--- src/rtl/dcp_mem_dump_if.sv ---
// Bundle of command, memory and RX/TX handshake signals for the memory-dump command processor.
interface dcp_mem_dump_if;
  // command selection and completion
  logic [7:0]  sel_mode;
  logic        finish;
  // memory read port
  logic        mem_sel;
  logic [31:0] mem_addr;
  logic [31:0] mem_dout;
  // RX parser handshake
  logic        req_rx;
  logic        type_rx;
  logic [31:0] din_rx;
  logic        flag_rx;
  logic        ack_rx;
  // TX path handshake
  logic        req_tx;
  logic        type_tx;
  logic [31:0] dout;
  logic        ack_tx;

  // command processor side
  modport master (
    input  sel_mode,
    input  mem_dout,
    input  din_rx,
    input  flag_rx,
    input  ack_rx,
    input  ack_tx,
    output finish,
    output mem_sel,
    output mem_addr,
    output req_rx,
    output type_rx,
    output req_tx,
    output type_tx,
    output dout
  );

  // environment side: command source, memories, RX parser and TX serialiser
  modport slave (
    output sel_mode,
    output mem_dout,
    output din_rx,
    output flag_rx,
    output ack_rx,
    output ack_tx,
    input  finish,
    input  mem_sel,
    input  mem_addr,
    input  req_rx,
    input  type_rx,
    input  req_tx,
    input  type_tx,
    input  dout
  );
endinterface

--- src/rtl/dcp_mem_dump.sv ---
// Debug-unit command processor: dumps data or instruction memory as text lines
// "<tag>-<addr>:[ ]<word>...CRLF" over the TX path. Each channel keeps its own
// resume address so a repeated command without a typed address continues the dump.
module dcp_mem_dump #(
  parameter int         NUM_LINES      = 1,
  parameter int         WORDS_PER_LINE = 8,
  parameter int         ADDR_STEP      = 1,
  parameter int         MEM_LAT        = 1,
  parameter bit         SEP_EN         = 1'b0,
  parameter logic [7:0] CMD_D          = 8'h44,
  parameter logic [7:0] CMD_I          = 8'h49
) (
  input logic            clk,
  input logic            rstn,
  dcp_mem_dump_if.master bus
);

  typedef enum logic [3:0] {
    IDLE,
    SCAN,
    TAG,
    DASH,
    ADDR,
    COLON,
    FETCH,
    SEP,
    WORD,
    CR,
    LF,
    DONE
  } state_t;

  // A fetch always takes at least one cycle, even for a combinational memory.
  localparam int          FETCH_LEN  = (MEM_LAT < 1) ? 1 : MEM_LAT;
  localparam logic [1:0]  FETCH_LAST = 2'(FETCH_LEN - 1);
  localparam logic [4:0]  WORDS_MAX  = 5'(WORDS_PER_LINE);
  localparam logic [4:0]  LINES_MAX  = 5'(NUM_LINES);
  localparam logic [31:0] STEP       = 32'(ADDR_STEP);

  // ASCII items printed by the fixed-format states
  localparam logic [7:0] CH_D     = 8'h44;
  localparam logic [7:0] CH_I     = 8'h49;
  localparam logic [7:0] CH_DASH  = 8'h2D;
  localparam logic [7:0] CH_COLON = 8'h3A;
  localparam logic [7:0] CH_SPACE = 8'h20;
  localparam logic [7:0] CH_CR    = 8'h0D;
  localparam logic [7:0] CH_LF    = 8'h0A;

  state_t      state_reg, state_next;
  logic        req_rx_reg, req_rx_next;
  logic        req_tx_reg, req_tx_next;
  logic        type_tx_reg, type_tx_next;
  logic [31:0] dout_reg, dout_next;
  logic        finish_reg, finish_next;
  logic        mem_sel_reg, mem_sel_next;
  logic [31:0] cur_addr_reg, cur_addr_next;
  logic [31:0] data_reg, data_next;
  logic [4:0]  line_cnt_reg, line_cnt_next;
  logic [4:0]  word_cnt_reg, word_cnt_next;
  logic [1:0]  fetch_cnt_reg, fetch_cnt_next;
  logic [31:0] last_addr_reg  [2];
  logic [31:0] last_addr_next [2];

  logic        en;
  logic        is_print;
  logic        tx_ack;
  logic [31:0] item_data;
  logic        item_type;
  logic [7:0]  tag_char;

  assign en       = (bus.sel_mode == CMD_D) || (bus.sel_mode == CMD_I);
  assign tag_char = mem_sel_reg ? CH_I : CH_D;

  // Item each print state sends; states that print nothing flag is_print low.
  always_comb begin
    item_data = 32'd0;
    item_type = 1'b0;
    is_print  = 1'b1;
    case (state_reg)
      TAG:     item_data = {24'd0, tag_char};
      DASH:    item_data = {24'd0, CH_DASH};
      ADDR: begin
        item_data = cur_addr_reg;
        item_type = 1'b1;
      end
      COLON:   item_data = {24'd0, CH_COLON};
      SEP:     item_data = {24'd0, CH_SPACE};
      WORD: begin
        item_data = data_reg;
        item_type = 1'b1;
      end
      CR:      item_data = {24'd0, CH_CR};
      LF:      item_data = {24'd0, CH_LF};
      default: is_print = 1'b0;
    endcase
  end

  // An acknowledge only counts while a request is actually outstanding.
  assign tx_ack = is_print && req_tx_reg && bus.ack_tx;

  // Next-state and registered-output logic of the dump sequencer.
  always_comb begin
    state_next        = state_reg;
    req_rx_next       = req_rx_reg;
    req_tx_next       = req_tx_reg;
    type_tx_next      = type_tx_reg;
    dout_next         = dout_reg;
    finish_next       = finish_reg;
    mem_sel_next      = mem_sel_reg;
    cur_addr_next     = cur_addr_reg;
    data_next         = data_reg;
    line_cnt_next     = line_cnt_reg;
    word_cnt_next     = word_cnt_reg;
    fetch_cnt_next    = fetch_cnt_reg;
    last_addr_next[0] = last_addr_reg[0];
    last_addr_next[1] = last_addr_reg[1];

    // Shared TX handshake: raise the request one cycle after entering a print
    // state with the item frozen in dout, drop it on the accepting ack.
    if (is_print && !req_tx_reg) begin
      req_tx_next  = 1'b1;
      dout_next    = item_data;
      type_tx_next = item_type;
    end
    if (tx_ack) begin
      req_tx_next = 1'b0;
    end

    case (state_reg)
      IDLE: begin
        if (en) begin
          state_next     = SCAN;
          mem_sel_next   = (bus.sel_mode == CMD_I);
          line_cnt_next  = 5'd0;
          word_cnt_next  = 5'd0;
          fetch_cnt_next = 2'd0;
        end
      end
      SCAN: begin
        if (req_rx_reg && bus.ack_rx) begin
          req_rx_next   = 1'b0;
          cur_addr_next = bus.flag_rx ? last_addr_reg[mem_sel_reg] : bus.din_rx;
          state_next    = TAG;
        end else begin
          req_rx_next = 1'b1;
        end
      end
      TAG: begin
        if (tx_ack) state_next = DASH;
      end
      DASH: begin
        if (tx_ack) state_next = ADDR;
      end
      ADDR: begin
        if (tx_ack) state_next = COLON;
      end
      COLON: begin
        if (tx_ack) state_next = FETCH;
      end
      FETCH: begin
        // mem_addr has followed cur_addr since the previous WORD ack; sample
        // the memory once its latency has elapsed.
        if (fetch_cnt_reg == FETCH_LAST) begin
          data_next      = bus.mem_dout;
          fetch_cnt_next = 2'd0;
          state_next     = SEP_EN ? SEP : WORD;
        end else begin
          fetch_cnt_next = fetch_cnt_reg + 2'd1;
        end
      end
      SEP: begin
        if (tx_ack) state_next = WORD;
      end
      WORD: begin
        if (tx_ack) begin
          cur_addr_next = cur_addr_reg + STEP;
          if ((word_cnt_reg + 5'd1) < WORDS_MAX) begin
            word_cnt_next = word_cnt_reg + 5'd1;
            state_next    = FETCH;
          end else begin
            word_cnt_next = 5'd0;
            state_next    = CR;
          end
        end
      end
      CR: begin
        if (tx_ack) state_next = LF;
      end
      LF: begin
        if (tx_ack) begin
          line_cnt_next = line_cnt_reg + 5'd1;
          if ((line_cnt_reg + 5'd1) < LINES_MAX) begin
            state_next = TAG;
          end else begin
            // cur_addr already points at the first unprinted word
            last_addr_next[mem_sel_reg] = cur_addr_reg;
            finish_next                 = 1'b1;
            state_next                  = DONE;
          end
        end
      end
      DONE: begin
        finish_next = 1'b1;
      end
      default: begin
        state_next = IDLE;
      end
    endcase

    // Dropping the command abandons the dump without touching the resume address.
    if ((state_reg != IDLE) && !en) begin
      state_next        = IDLE;
      req_tx_next       = 1'b0;
      req_rx_next       = 1'b0;
      finish_next       = 1'b0;
      fetch_cnt_next    = 2'd0;
      last_addr_next[0] = last_addr_reg[0];
      last_addr_next[1] = last_addr_reg[1];
    end
  end

  // State register and registered outputs.
  always_ff @(posedge clk or negedge rstn) begin
    if (!rstn) begin
      state_reg     <= IDLE;
      req_rx_reg    <= 1'b0;
      req_tx_reg    <= 1'b0;
      type_tx_reg   <= 1'b0;
      dout_reg      <= 32'd0;
      finish_reg    <= 1'b0;
      mem_sel_reg   <= 1'b0;
      cur_addr_reg  <= 32'd0;
      data_reg      <= 32'd0;
      line_cnt_reg  <= 5'd0;
      word_cnt_reg  <= 5'd0;
      fetch_cnt_reg <= 2'd0;
    end else begin
      state_reg     <= state_next;
      req_rx_reg    <= req_rx_next;
      req_tx_reg    <= req_tx_next;
      type_tx_reg   <= type_tx_next;
      dout_reg      <= dout_next;
      finish_reg    <= finish_next;
      mem_sel_reg   <= mem_sel_next;
      cur_addr_reg  <= cur_addr_next;
      data_reg      <= data_next;
      line_cnt_reg  <= line_cnt_next;
      word_cnt_reg  <= word_cnt_next;
      fetch_cnt_reg <= fetch_cnt_next;
    end
  end

  for (genvar gi = 0; gi < 2; gi++) begin : g_last
    // Resume address of channel gi (0 = data, 1 = instruction).
    always_ff @(posedge clk or negedge rstn) begin
      if (!rstn) last_addr_reg[gi] <= 32'd0;
      else       last_addr_reg[gi] <= last_addr_next[gi];
    end
  end

  assign bus.req_rx   = req_rx_reg;
  assign bus.type_rx  = 1'b1;
  assign bus.req_tx   = req_tx_reg;
  assign bus.type_tx  = type_tx_reg;
  assign bus.dout     = dout_reg;
  assign bus.finish   = finish_reg;
  assign bus.mem_sel  = mem_sel_reg;
  assign bus.mem_addr = cur_addr_reg;

endmodule

--- src/flat_wrapper.sv ---
// flat-port wrapper written by rule: the top's interface ports become plain ports
module dcp_mem_dump_flat 
#(
  parameter int         NUM_LINES      = 1,
  parameter int         WORDS_PER_LINE = 8,
  parameter int         ADDR_STEP      = 1,
  parameter int         MEM_LAT        = 1,
  parameter bit         SEP_EN         = 1'b0,
  parameter logic [7:0] CMD_D          = 8'h44,
  parameter logic [7:0] CMD_I          = 8'h49
)
  (clk, rstn, bus_sel_mode, bus_mem_dout, bus_din_rx, bus_flag_rx, bus_ack_rx, bus_ack_tx, bus_finish, bus_mem_sel, bus_mem_addr, bus_req_rx, bus_type_rx, bus_req_tx, bus_type_tx, bus_dout);
  dcp_mem_dump_if bus_i ();
  input logic clk;
  input logic rstn;
  input wire logic [$bits(bus_i.sel_mode)-1:0] bus_sel_mode;
  input wire logic [$bits(bus_i.mem_dout)-1:0] bus_mem_dout;
  input wire logic [$bits(bus_i.din_rx)-1:0] bus_din_rx;
  input wire logic [$bits(bus_i.flag_rx)-1:0] bus_flag_rx;
  input wire logic [$bits(bus_i.ack_rx)-1:0] bus_ack_rx;
  input wire logic [$bits(bus_i.ack_tx)-1:0] bus_ack_tx;
  output wire logic [$bits(bus_i.finish)-1:0] bus_finish;
  output wire logic [$bits(bus_i.mem_sel)-1:0] bus_mem_sel;
  output wire logic [$bits(bus_i.mem_addr)-1:0] bus_mem_addr;
  output wire logic [$bits(bus_i.req_rx)-1:0] bus_req_rx;
  output wire logic [$bits(bus_i.type_rx)-1:0] bus_type_rx;
  output wire logic [$bits(bus_i.req_tx)-1:0] bus_req_tx;
  output wire logic [$bits(bus_i.type_tx)-1:0] bus_type_tx;
  output wire logic [$bits(bus_i.dout)-1:0] bus_dout;
  assign bus_i.sel_mode = bus_sel_mode;
  assign bus_i.mem_dout = bus_mem_dout;
  assign bus_i.din_rx = bus_din_rx;
  assign bus_i.flag_rx = bus_flag_rx;
  assign bus_i.ack_rx = bus_ack_rx;
  assign bus_i.ack_tx = bus_ack_tx;
  assign bus_finish = bus_i.finish;
  assign bus_mem_sel = bus_i.mem_sel;
  assign bus_mem_addr = bus_i.mem_addr;
  assign bus_req_rx = bus_i.req_rx;
  assign bus_type_rx = bus_i.type_rx;
  assign bus_req_tx = bus_i.req_tx;
  assign bus_type_tx = bus_i.type_tx;
  assign bus_dout = bus_i.dout;
  dcp_mem_dump #(.NUM_LINES(NUM_LINES), .WORDS_PER_LINE(WORDS_PER_LINE), .ADDR_STEP(ADDR_STEP), .MEM_LAT(MEM_LAT), .SEP_EN(SEP_EN), .CMD_D(CMD_D), .CMD_I(CMD_I)) u_core (.clk(clk), .rstn(rstn), .bus(bus_i));
endmodule
--- config.mk ---
export PLATFORM = sky130hd
export DESIGN_NAME = dcp_mem_dump_flat
export DESIGN_NICKNAME = d
export VERILOG_FILES = /design/src/rtl/dcp_mem_dump_if.sv /design/src/rtl/dcp_mem_dump.sv /design/src/flat_wrapper.sv
export SDC_FILE = /design/constraint.sdc
export NUM_CORES = 1
export LEC_CHECK = 0
export CORE_ASPECT_RATIO = 0.5
export CORE_MARGIN = 3
export CORE_UTILIZATION = 45
export DETAILED_ROUTE_END_ITERATION = 12
export MAX_ROUTING_LAYER = met4
export PLACE_DENSITY = 0.69
export SYNTH_ARGS = -nofsm -noshare
export SYNTH_HDL_FRONTEND = slang
export SYNTH_SLANG_ARGS = --single-unit
export TNS_END_PERCENT = 20
--- constraint.sdc ---
create_clock -name clk -period 2.8 [get_ports clk]
set_clock_uncertainty 0.05 [all_clocks]
set_input_delay 0.84 -clock clk [delete_from_list [all_inputs] [get_ports clk]]
set_output_delay 0.84 -clock clk [all_outputs]
set_load 0.01 [all_outputs]
## After elaboration in Yosys (flattened, before gate mapping)

Index checks and enable logic that the tools add are counted.

- Bits in registers: 181
- Output and inout port bits: 70
- Bits of input ports: 77
- Word-level logic and storage cells: 134

- Bitwise logic cells: 3
- Muxes and demuxes: 49
- Add/sub/neg operators: 4
- Eq/ne operators: 30
- Reduce and logical (&&, ||, !) cells: 30
- Order comparisons: 4

Operator list:

| cell | number |
|---|---|
| 32-bit one-hot mux with 8 select lines | 1 |
| 32-bit two-way mux | 7 |
| 64-bit bitwise mux | 1 |
| 32-bit one-hot mux with 2 select lines | 1 |
| 4-bit two-way mux | 15 |
| 4-bit one-hot mux with 12 select lines | 1 |
| 3-bit by 1-bit != test with 1-bit output (second input constant) | 11 |
| 32-bit by 1-bit adder with 32-bit output (second input constant) | 1 |
| 32-bit demux with 1-bit select | 1 |
| 5-bit two-way mux | 4 |
| 5-bit one-hot mux with 2 select lines | 2 |
| 4-bit by 3-bit == test with 1-bit output (second input constant) | 4 |
| 4-bit == test (second input constant) | 4 |
| 8-bit by 7-bit == test with 1-bit output (second input constant) | 2 |
| 12-bit AND reduction | 1 |
| 3-bit AND reduction | 4 |
| 1-bit two-way mux | 11 |
| 5-bit by 1-bit adder with 5-bit output (second input constant) | 2 |
| 2-bit by 1-bit != test with 1-bit output (second input constant) | 5 |
| 3-bit nonzero test | 3 |
| 4-bit by 2-bit == test with 1-bit output (second input constant) | 2 |
| 2-bit nonzero test | 4 |
| 8-bit OR reduction | 1 |
| 1-bit logical AND | 6 |
| 20 further kinds | 26 |

## Longest topological paths before layout

Gate-level depths: netlist of run 1.

- Depth in word-level cells: 8
- Mapped depth: 9
- Mapped depth without buffers: 7

## Worst setup path after synthesis of run 1

No wires, ideal clock.

- Kind: in2reg
- From: in bus_sel_mode[5]
- To: reg u_core.last_addr_reg[34] in the netlist's numbering
- Buffers on the path: 1
- Slack: -0.032 ns
- Library setup time: 0.125 ns
- Required time: 2.625 ns
- Cell stages on the path: 6
- Arrival: 2.657 ns
- Cell sequence: or4b_4 a211oi_4 o211ai_2 nor3_4 buf_6 mux2_2

- Cells in the longest elaborated chain, start to end: 6
- Elaborated cells on any way between the ends: 7
- Classes of those cells: eq/ne (2); bitwise (1); reduce/logical (4)

Ends and longest elaborated chain:

| element | line | text |
|---|---|---|
| from (decl) | flat_wrapper.sv:16 | `input wire logic [$bits(bus_i.sel_mode)-1:0] bus_sel_mode;` |
| 8-bit by 7-bit == test with 1-bit output | dcp_mem_dump.sv:71 | `assign en = (bus.sel_mode == CMD_D) \|\| (bus.sel_mode == CMD_I);` |
| 1-bit logical OR * | dcp_mem_dump.sv:71 |  |
| 1-bit logical NOT * | dcp_mem_dump.sv:211 | `if ((state_reg != IDLE) && !en) begin` |
| 1-bit logical AND * | dcp_mem_dump.sv:211 |  |
| 1-bit inverter (no source line) * | -- |  |
| 4-bit AND reduction (no source line) * | -- |  |
| to (signal, indexed assignment) | dcp_mem_dump.sv:257 | `else last_addr_reg[gi] <= last_addr_next[gi];` |
| to (decl) | dcp_mem_dump.sv:61 | `logic [31:0] last_addr_reg [2];` |

Mark *: on every way between the ends. The rest lies on a longest branch, timed or not.
A chain may end at the register's enable or synchronous reset.

## Worst setup path in the final report of run 1

- From: in bus_sel_mode[0]
- To: reg u_core.last_addr_reg[39] in the netlist's numbering

Same word-level chain as after synthesis.

==> flow_summary.json, run 1 <==
{
  "wl_per_cell_um": 19.6,
  "fin_crit_sh_pct": 97.4,
  "h-tree-depth": 4,
  "fin_setup_tns_ns": 0,
  "use_met2_pct": 39.1,
  "yosysMostFrequentCell": "dfrtp_1",
  "io_pins": 147,
  "avgViaCountPerCell": 5.81,
  "ys_warn_count": 0,
  "crit_path_start_kind": "input pin",
  "r2r_slack_ns": 0.39,
  "top_usage_layer": "met2",
  "die_area_mm2": 0.0221,
  "clockBufferDepth": 2,
  "critPathMaxFanout": 8,
  "start_util_pct": 46.3,
  "post-place-cells": 1269,
  "irDropWorstVdd_mv": 0.456,
  "grt_max_degree": 60,
  "vias": 7580,
  "fmax_mhz": 367,
  "ys.flop_type": "dfrtp_1",
  "async_reset_ff_share_pct": 100,
  "seq_area_frac_synth_pct": 49.8,
  "cts_hold_buf": 0,
  "r2r-end": "u_core.bus.mem_addr[14]",
  "root_buffer": "clkbuf_16",
  "grt_pass1_wl_um": 41000,
  "cts_buffers": 17,
  "synth_top_area_share_pct": 49.8,
  "status": "complete, no violations",
  "gr-total-overflow": 0,
  "core_region_area_mm2": 0.0196,
  "nFillCells": 1655,
  "syn2layout_area_growth_pct": 30.6,
  "finalHoldViolCount": 0,
  "drv_slew": 0,
  "stdcell_count": 1305,
  "grtUsageMet1_pct": 30.8,
  "max-cap-violations": 0,
  "place_hpwl_um": 16900,
  "whs_ns": 0.286,
  "worstMarginPinSlew_ns": 0.681,
  "synth_area_mm2": 0.00910,
  "grt.total_usage_pct": 23.6,
  "synth_cells": 873,
  "synth_cell_types": 68,
  "rr_startpoint": "u_core.bus.mem_addr[0]",
  "synth.ff_latch_count": 181,
  "leakage_uw": 0.00500,
  "drive_gt1_share_pct": 19.1,
  "cts_tree": "done",
  "num_antenna_cells": 0,
  "finalCriticalPeriod_ns": 2.73,
  "die_x_um": 207,
  "totalWireLength_um": 25600,
  "endpoint_kind": "flip-flop",
  "critical_path_class": "input pin to flip-flop",
  "gp_congestion": 0.882,
  "grtUsageMet3_pct": 3.51,
  "firstDrtPassIters": 5,
  "die_y_um": 107,
  "nNetsFinal": 1108,
  "grt_pass1_vias": 7937,
  "largest_register_ffs": 64,
  "syn-mean-instance-area_um2": 10.4,
  "drc": 0,
  "clk_pin_slew_ns": 0.07,
  "ant_nets": 0,
  "drtIter0Drc": 390,
  "cts.sinks": 181,
  "ys_top_cells_by_area": "dfrtp_1, mux2_2, a21oi_1",
  "clk_latency_ns": 0.44,
  "setup_viol": 0,
  "slew_headroom_pct": 54.3,
  "syn_nets": 955,
  "antenna_found_initial": 0,
  "synth_top_area_cell": "dfrtp_1",
  "hold_path_class": "input pin to asynchronous set/reset pin",
  "power.density_mw_per_mm2": 671,
  "synth_common_cells": "dfrtp_1, nor2_1, mux2_2",
  "rsz0062_at_grt": "no",
  "reg2reg_depth": 7,
  "place.port_buffers": 145,
  "rows": 36,
  "synth-edff-count": 0,
  "cp.required_ns": 3.07,
  "finalPower_uw": 7980,
  "cp.arrival_ns": 3.00
}
==> cells in the final DEF (no fill, tap or decap), drive strengths merged, types with 8 or more instances in the layout <==
cell type / instances
nor3: 20
nand4: 8
o21ai: 38
a211oi: 13
nand3: 21
nand2: 42
a31oi: 13
clkdlybuf4s50: 137
o22ai: 11
a22oi: 27
a21oi: 84
a2bb2oi: 8
inv: 17
nor2: 90
mux2i: 33
buf: 58
clkbuf: 21
dfrtp: 181
mux2: 98
==> logic make-up after synthesis <==
group	count (synthesis)	share of synthesized area, %
fa+ha+maj	5	0.687
mux	131	15.8
buf+inv	79	3.81
flops	181	49.8
simple gates	227	12.1
xor+xnor	2	0.193
compound gates	247	17.7
other cells	1	0.0412
==> cell type report <==
type / instances / area (µm²) / area share, %
inverters: 10 / 37.5 / 0.316
multi-input cells: 613 / 4340 / 36.5
repair buffers: 203 / 2070 / 17.4
flip-flops and latches: 181 / 4530 / 38.1
well taps: 266 / 333 / 2.80
clock inverters: 13 / 136 / 1.15
clock buffers: 19 / 443 / 3.73
==> through the flow <==
stage / area [µm²] / setup WS (ns) / utilization, %
after floorplan: 9100 / -0.0202 / -
after global placement: 11100 / -0.411 / 56.7
after detailed placement: 11100 / -0.437 / 56.7
after CTS: 11700 / 0.0190 / 59.7
after global routing: 11900 / 0.00425 / 60.5
final: 11900 / 0.0732 / 60.5
==> what timing repair did <==
action	4_1_cts	5_1_grt
endpoints found under the hold margin	0	0
cloned	0	3
pin swaps	0	5
endpoints found under the setup margin	1	33
resized for setup	1	26
buffers inserted	0	1
==> routing by layer <==
metal / routed length, µm / share of wire (%)
met4: 360 / 1.4
met2: 12200 / 48
met5: 0 / 0
met3: 1070 / 4.2
met1: 12000 / 47
==> how the worst max path moves through the flow <==
stage,from,endpoint,slack [ns],depth (start not counted)
after CTS,bus_sel_mode[5],u_core.last_addr_reg[44],0.02,7
after detailed placement,bus_sel_mode[5],u_core.last_addr_reg[40],-0.44,7
final,bus_sel_mode[0],u_core.last_addr_reg[39],0.07,8
after floorplan,bus_sel_mode[5],u_core.last_addr_reg[34],-0.02,6
after global placement,bus_sel_mode[2],u_core.word_cnt_reg[2],-0.41,8
after global routing,bus_sel_mode[0],u_core.last_addr_reg[55],0.004,8
==> where the power goes <==
group	total [µW]	switching (µW)	leakage (µW)	internal, µW
Clock	2410	1120	0.000281	1280
Sequential	3580	559	0.00239	3020
Combinational	1990	864	0.00233	1130
Total	7980	2550	0.00500	5430
==> worst max-delay path, cell delays in order <==
cell,delay (ns)
clkdlybuf4s50_1,0.42
or3b_4,0.40
a211oi_4,0.31
o211ai_4,0.15
nor3_4,0.23
buf_12,0.16
clkbuf_16,0.18
mux2_4,0.30
Power figures use the tool's default switching activity.
==> run 2: changes to the inputs <==
CTS_BUF_LIST = sky130_fd_sc_hd__clkbuf_4   (was default)
==> run 2 against run 1 <==
Compared with the run above: core utilization shrank 2.4 points; sequential power is essentially flat; highest routed layer unchanged; critical path type is now flip-flop to primary output; largest power group unchanged; clock power down 38%; die area is the same; fmax increased by 0.97%; register-to-register slack hardly changed; clock-buffer cell count down 1.
==> flow_summary.json, run 2 (synthesized netlist as in run 1, its figures left out) <==
{
  "avgViaCountPerCell": 5.77,
  "post-place-cells": 1269,
  "die_area_mm2": 0.0221,
  "slew_headroom_pct": 54.4,
  "crit_start": "u_core.bus.mem_addr[14]",
  "r2r-end": "u_core.bus.mem_addr[16]",
  "place_area_mm2": 0.0111,
  "critical_path_buf_inv_count": 1,
  "finalCriticalPeriod_ns": 2.70,
  "cts_tree": "done",
  "firstDrtPassIters": 9,
  "irDropWorstVdd_mv": 0.460,
  "totalWireLength_um": 24700,
  "antenna_found_initial": 1,
  "io_pins": 147,
  "multiInputGateArea_mm2": 0.00427,
  "r2r_slack_ns": 0.38,
  "critical_path_class": "flip-flop to primary output",
  "seq_area_mm2": 0.00453,
  "grt_pass1_vias": 7840,
  "max-cap-violations": 0,
  "ant_nets": 0,
  "clk_pin_slew_ns": 0.19,
  "finalHoldViolCount": 0,
  "cts-resized-gates": 0,
  "grt_max_degree": 60,
  "grt_pass1_wl_um": 40500,
  "mostFrequentLayoutCells": "dfrtp_1, clkdlybuf4s50_1, mux2_2, nor2_1, a21oi_1",
  "finalPower_uw": 7050,
  "setup_viol": 0,
  "die_y_um": 107,
  "nNetsFinal": 1104,
  "critPathMaxFanout": 11,
  "crit_family": "flip-flops",
  "use_met2_pct": 38.2,
  "place.port_buffers": 145,
  "syn2layout_area_growth_pct": 25.4,
  "drtIter0Drc": 456,
  "grtUsageMet1_pct": 30.7,
  "rows": 36,
  "core_region_area_mm2": 0.0196,
  "h-tree-depth": 4,
  "die_x_um": 207,
  "root_buffer": "clkbuf_4",
  "gp_congestion": 0.882,
  "cts_hold_buf": 0,
  "cts_buffers": 17,
  "crit_path_start_kind": "flip-flop",
  "leakage_uw": 0.00476,
  "place_hpwl_um": 16900,
  "drc": 0,
  "nFillCells": 1725,
  "cts_setup_buffers": 0,
  "largest_register_ffs": 64,
  "fmax_mhz": 370,
  "top_usage_layer": "met2",
  "fin_setup_tns_ns": 0,
  "status": "complete, no violations",
  "clk_latency_ns": 0.59,
  "path_cells": "clkdlybuf4s50_1",
  "cp.required_ns": 1.91,
  "layout_commonest_cell": "dfrtp_1",
  "rr_startpoint": "u_core.bus.mem_addr[0]",
  "vias": 7516,
  "worstMarginPinSlew_ns": 0.680,
  "start_util_pct": 46.3,
  "cp-endpoint": "bus_mem_addr[14]",
  "clockBufferDepth": 2,
  "stdcell_count": 1302,
  "hold_path_class": "input pin to asynchronous set/reset pin",
  "gr-total-overflow": 0,
  "fin_crit_sh_pct": 96.5,
  "cts.sinks": 181,
  "wl_per_cell_um": 19.0,
  "drive_gt1_share_pct": 18.4,
  "endpoint_kind": "primary output",
  "crit_path_top_delay_cell": "dfrtp_1",
  "slowest_delay_ns": 0.62,
  "drv_slew": 0,
  "grtUsageMet3_pct": 3.77,
  "power.density_mw_per_mm2": 618,
  "rsz0062_at_grt": "no",
  "final_area_mm2": 0.0114,
  "worst-path-stages": 1,
  "cp.arrival_ns": 1.81,
  "grt.total_usage_pct": 23.3,
  "reg2reg_depth": 7
}
## run 2: changes by cell type in the layout (fill, tap and decap cells not counted), moves of 2 or more
cell and change:
clkbuf_16 -19, clkbuf_4 +18, mux2_4 -16, mux2_2 +12, clkdlybuf4s50_1 +6, dlymetal6s2s_1 -6, mux2_1 +4, buf_12 -2
## run 2: stage by stage
stage	hold WS, ns	util [%]	worst slack (ns)
after CTS	0.0959	58.1	0.0146
final	0.110	58.1	0.0993
after global placement	0.416	56.7	-0.411
after global routing	0.0922	58.1	0.0179
after detailed placement	0.424	56.7	-0.437
after floorplan	0.407	-	-0.0202
## run 2: final cells by class
class | count | area share (%)
Timing Repair Buffer | 199 | 17.2
Clock inverter | 14 | 1.23
Multi-Input combinational cell | 613 | 37.4
Inverter | 10 | 0.329
Clock buffer | 18 | 1.18
Antenna cell | 1 | 0.0219
Sequential cell | 181 | 39.7
Tap cell | 266 | 2.92
## run 2: report_power, final
| part | internal [µW] | switching, µW |
|---|---|---|
| clock | 480 | 1010 |
| combinational | 1130 | 857 |
| sequential | 3020 | 554 |
| total | 4630 | 2420 |
## run 2: worst min-delay path by stage
stage	end	cells past startpoint	slack (ns)	startpoint
CTS	u_core.last_addr_reg[9]	1	0.1	rstn
floorplan	u_core.last_addr_reg[32]	1	0.41	u_core.last_addr_reg[32]
global route	u_core.last_addr_reg[9]	1	0.09	rstn
finish	u_core.last_addr_reg[9]	1	0.11	rstn
global placement	u_core.last_addr_reg[58]	1	0.42	u_core.last_addr_reg[58]
detailed placement	u_core.last_addr_reg[35]	1	0.42	u_core.last_addr_reg[35]
## run 2: layer usage
layer,part of all wire (%),vias to the layer above
li1,-,3527
met3,4.7,27
met1,46,3722
met4,1.5,0
met5,0,-
met2,47,240
==> run 3: changes to the inputs <==
CAP_MARGIN = 20   (was default)
CORE_ASPECT_RATIO = default   (was 0.5)
==> run 3 against run 2 <==
Compared with the run above: core utilization increased by 0.40 points; final cell count rose by 0.77%; hold slack gained 0.043 ns; via count increased by 0.92%; critical endpoint is now bus_mem_addr[7]; clock-buffer cell count is 1 lower; design area up 0.77%; highest routed layer unchanged; sequential cell count is the same.
==> flow_summary.json, run 3 (synthesized netlist as in run 1, its figures left out) <==
{
  "irDropWorstVdd_mv": 0.422,
  "layout_commonest_cell": "dfrtp_1",
  "core_region_area_mm2": 0.0197,
  "place.port_buffers": 145,
  "power.density_mw_per_mm2": 611,
  "ant_nets": 0,
  "status": "complete, no violations",
  "die_y_um": 148,
  "grt.total_usage_pct": 22.9,
  "clk_pin_slew_ns": 0.15,
  "leakage_uw": 0.00481,
  "setup_viol": 0,
  "cts-resized-gates": 0,
  "drive_gt1_share_pct": 19.2,
  "antenna_found_initial": 1,
  "finalHoldViolCount": 0,
  "slowest_delay_ns": 0.62,
  "slew_headroom_pct": 57.1,
  "clockBufferDepth": 2,
  "die_x_um": 148,
  "gr-total-overflow": 0,
  "nNetsFinal": 1114,
  "grt_pass1_vias": 7362,
  "max-cap-violations": 0,
  "critical_path_class": "flip-flop to primary output",
  "mostFrequentLayoutCells": "dfrtp_1, clkdlybuf4s50_1, mux2_2, nor2_1, a21oi_1",
  "cts_tree": "done",
  "drc": 0,
  "root_buffer": "clkbuf_4",
  "wl_per_cell_um": 18.4,
  "crit_path_start_kind": "flip-flop",
  "crit_path_top_delay_cell": "clkdlybuf4s50_1",
  "grt_pass1_wl_um": 39200,
  "firstDrtPassIters": 4,
  "path_cells": "clkdlybuf4s50_1",
  "rsz0062_at_grt": "no",
  "drtIter0Drc": 514,
  "avgViaCountPerCell": 5.78,
  "grt_max_degree": 60,
  "finalPower_uw": 7020,
  "clk_latency_ns": 0.57,
  "cts_hold_buf": 0,
  "largest_register_ffs": 64,
  "io_pins": 147,
  "vias": 7585,
  "start_util_pct": 46.3,
  "totalWireLength_um": 24100,
  "drv_slew": 0,
  "rows": 51,
  "critPathMaxFanout": 10,
  "cp.required_ns": 1.91,
  "place_hpwl_um": 16700,
  "die_area_mm2": 0.0220,
  "cts.sinks": 181,
  "worstMarginPinSlew_ns": 0.641,
  "fin_crit_sh_pct": 95.8,
  "endpoint_kind": "primary output",
  "syn2layout_area_growth_pct": 26.4,
  "cp.arrival_ns": 1.79,
  "setup_ws_ns": 0.119,
  "fin_setup_tns_ns": 0,
  "h-tree-depth": 4,
  "cts_buffers": 17,
  "gp_congestion": 0.824,
  "crit_family": "buffers and inverters",
  "critical_path_buf_inv_count": 1,
  "finalCriticalPeriod_ns": 2.68,
  "place_worst_setup_slack_ns": -0.454,
  "cts_setup_buffers": 0,
  "hold_path_class": "input pin to asynchronous set/reset pin",
  "fmax_mhz": 373
}
-- run 3: final cells by class --
class / count / area, µm²
clock buffers: 17 / 128
well taps: 265 / 332
repair buffers: 209 / 2040
diodes: 2 / 5.00
fillers: 1785 / 8150
inverters: 10 / 37.5
multi-input cells: 613 / 4270
flip-flops and latches: 181 / 4530
clock inverters: 15 / 155
-- run 3: path summary, 6_finish.rpt --
path                                          start                        to  slack (ns)  depth (start not counted)
setup / recovery             u_core.bus.mem_addr[7]           bus_mem_addr[7]        0.12                          1
hold / removal                                 rstn    u_core.word_cnt_reg[0]        0.15                          1
setup reg to reg                u_core.state_reg[3]   u_core.bus.mem_addr[29]        0.41                          7
hold reg to reg            u_core.last_addr_reg[32]  u_core.last_addr_reg[32]        0.46                          1
max in group asynchronous                      rstn    u_core.bus.mem_addr[2]        1.84                          2
min in group clk           u_core.last_addr_reg[32]  u_core.last_addr_reg[32]        0.46                          1
-- run 3: layer usage --
metal / vias to the layer above / wire, µm / global-route usage (%)
li1: 3555 / - / -
met1: 3777 / 11200 / 31.8
met2: 234 / 11300 / 35.5
met3: 19 / 1310 / 4.36
met4: 0 / 200 / 4.57
met5: - / 0 / -
-- run 3: where the power goes --
group          switching (µW)  total (µW)  leakage, µW  internal (µW)
Sequential                564        3580      0.00239           3020
Combinational             829        1960      0.00228           1130
Clock                     946        1480     0.000138            533
-- run 3: metrics by stage --
stage          hold WS [ns]  util, %  instances  cell area [µm²]
6_report              0.153     58.5       1312            11500
5_1_grt               0.138     58.5       1312            11500
4_1_cts               0.139     58.5       1310            11500
3_5_place_dp          0.424     57.0       1278            11200
3_3_place_gp          0.417     57.0       1278            11200
2_1_floorplan         0.407        -        873             9100
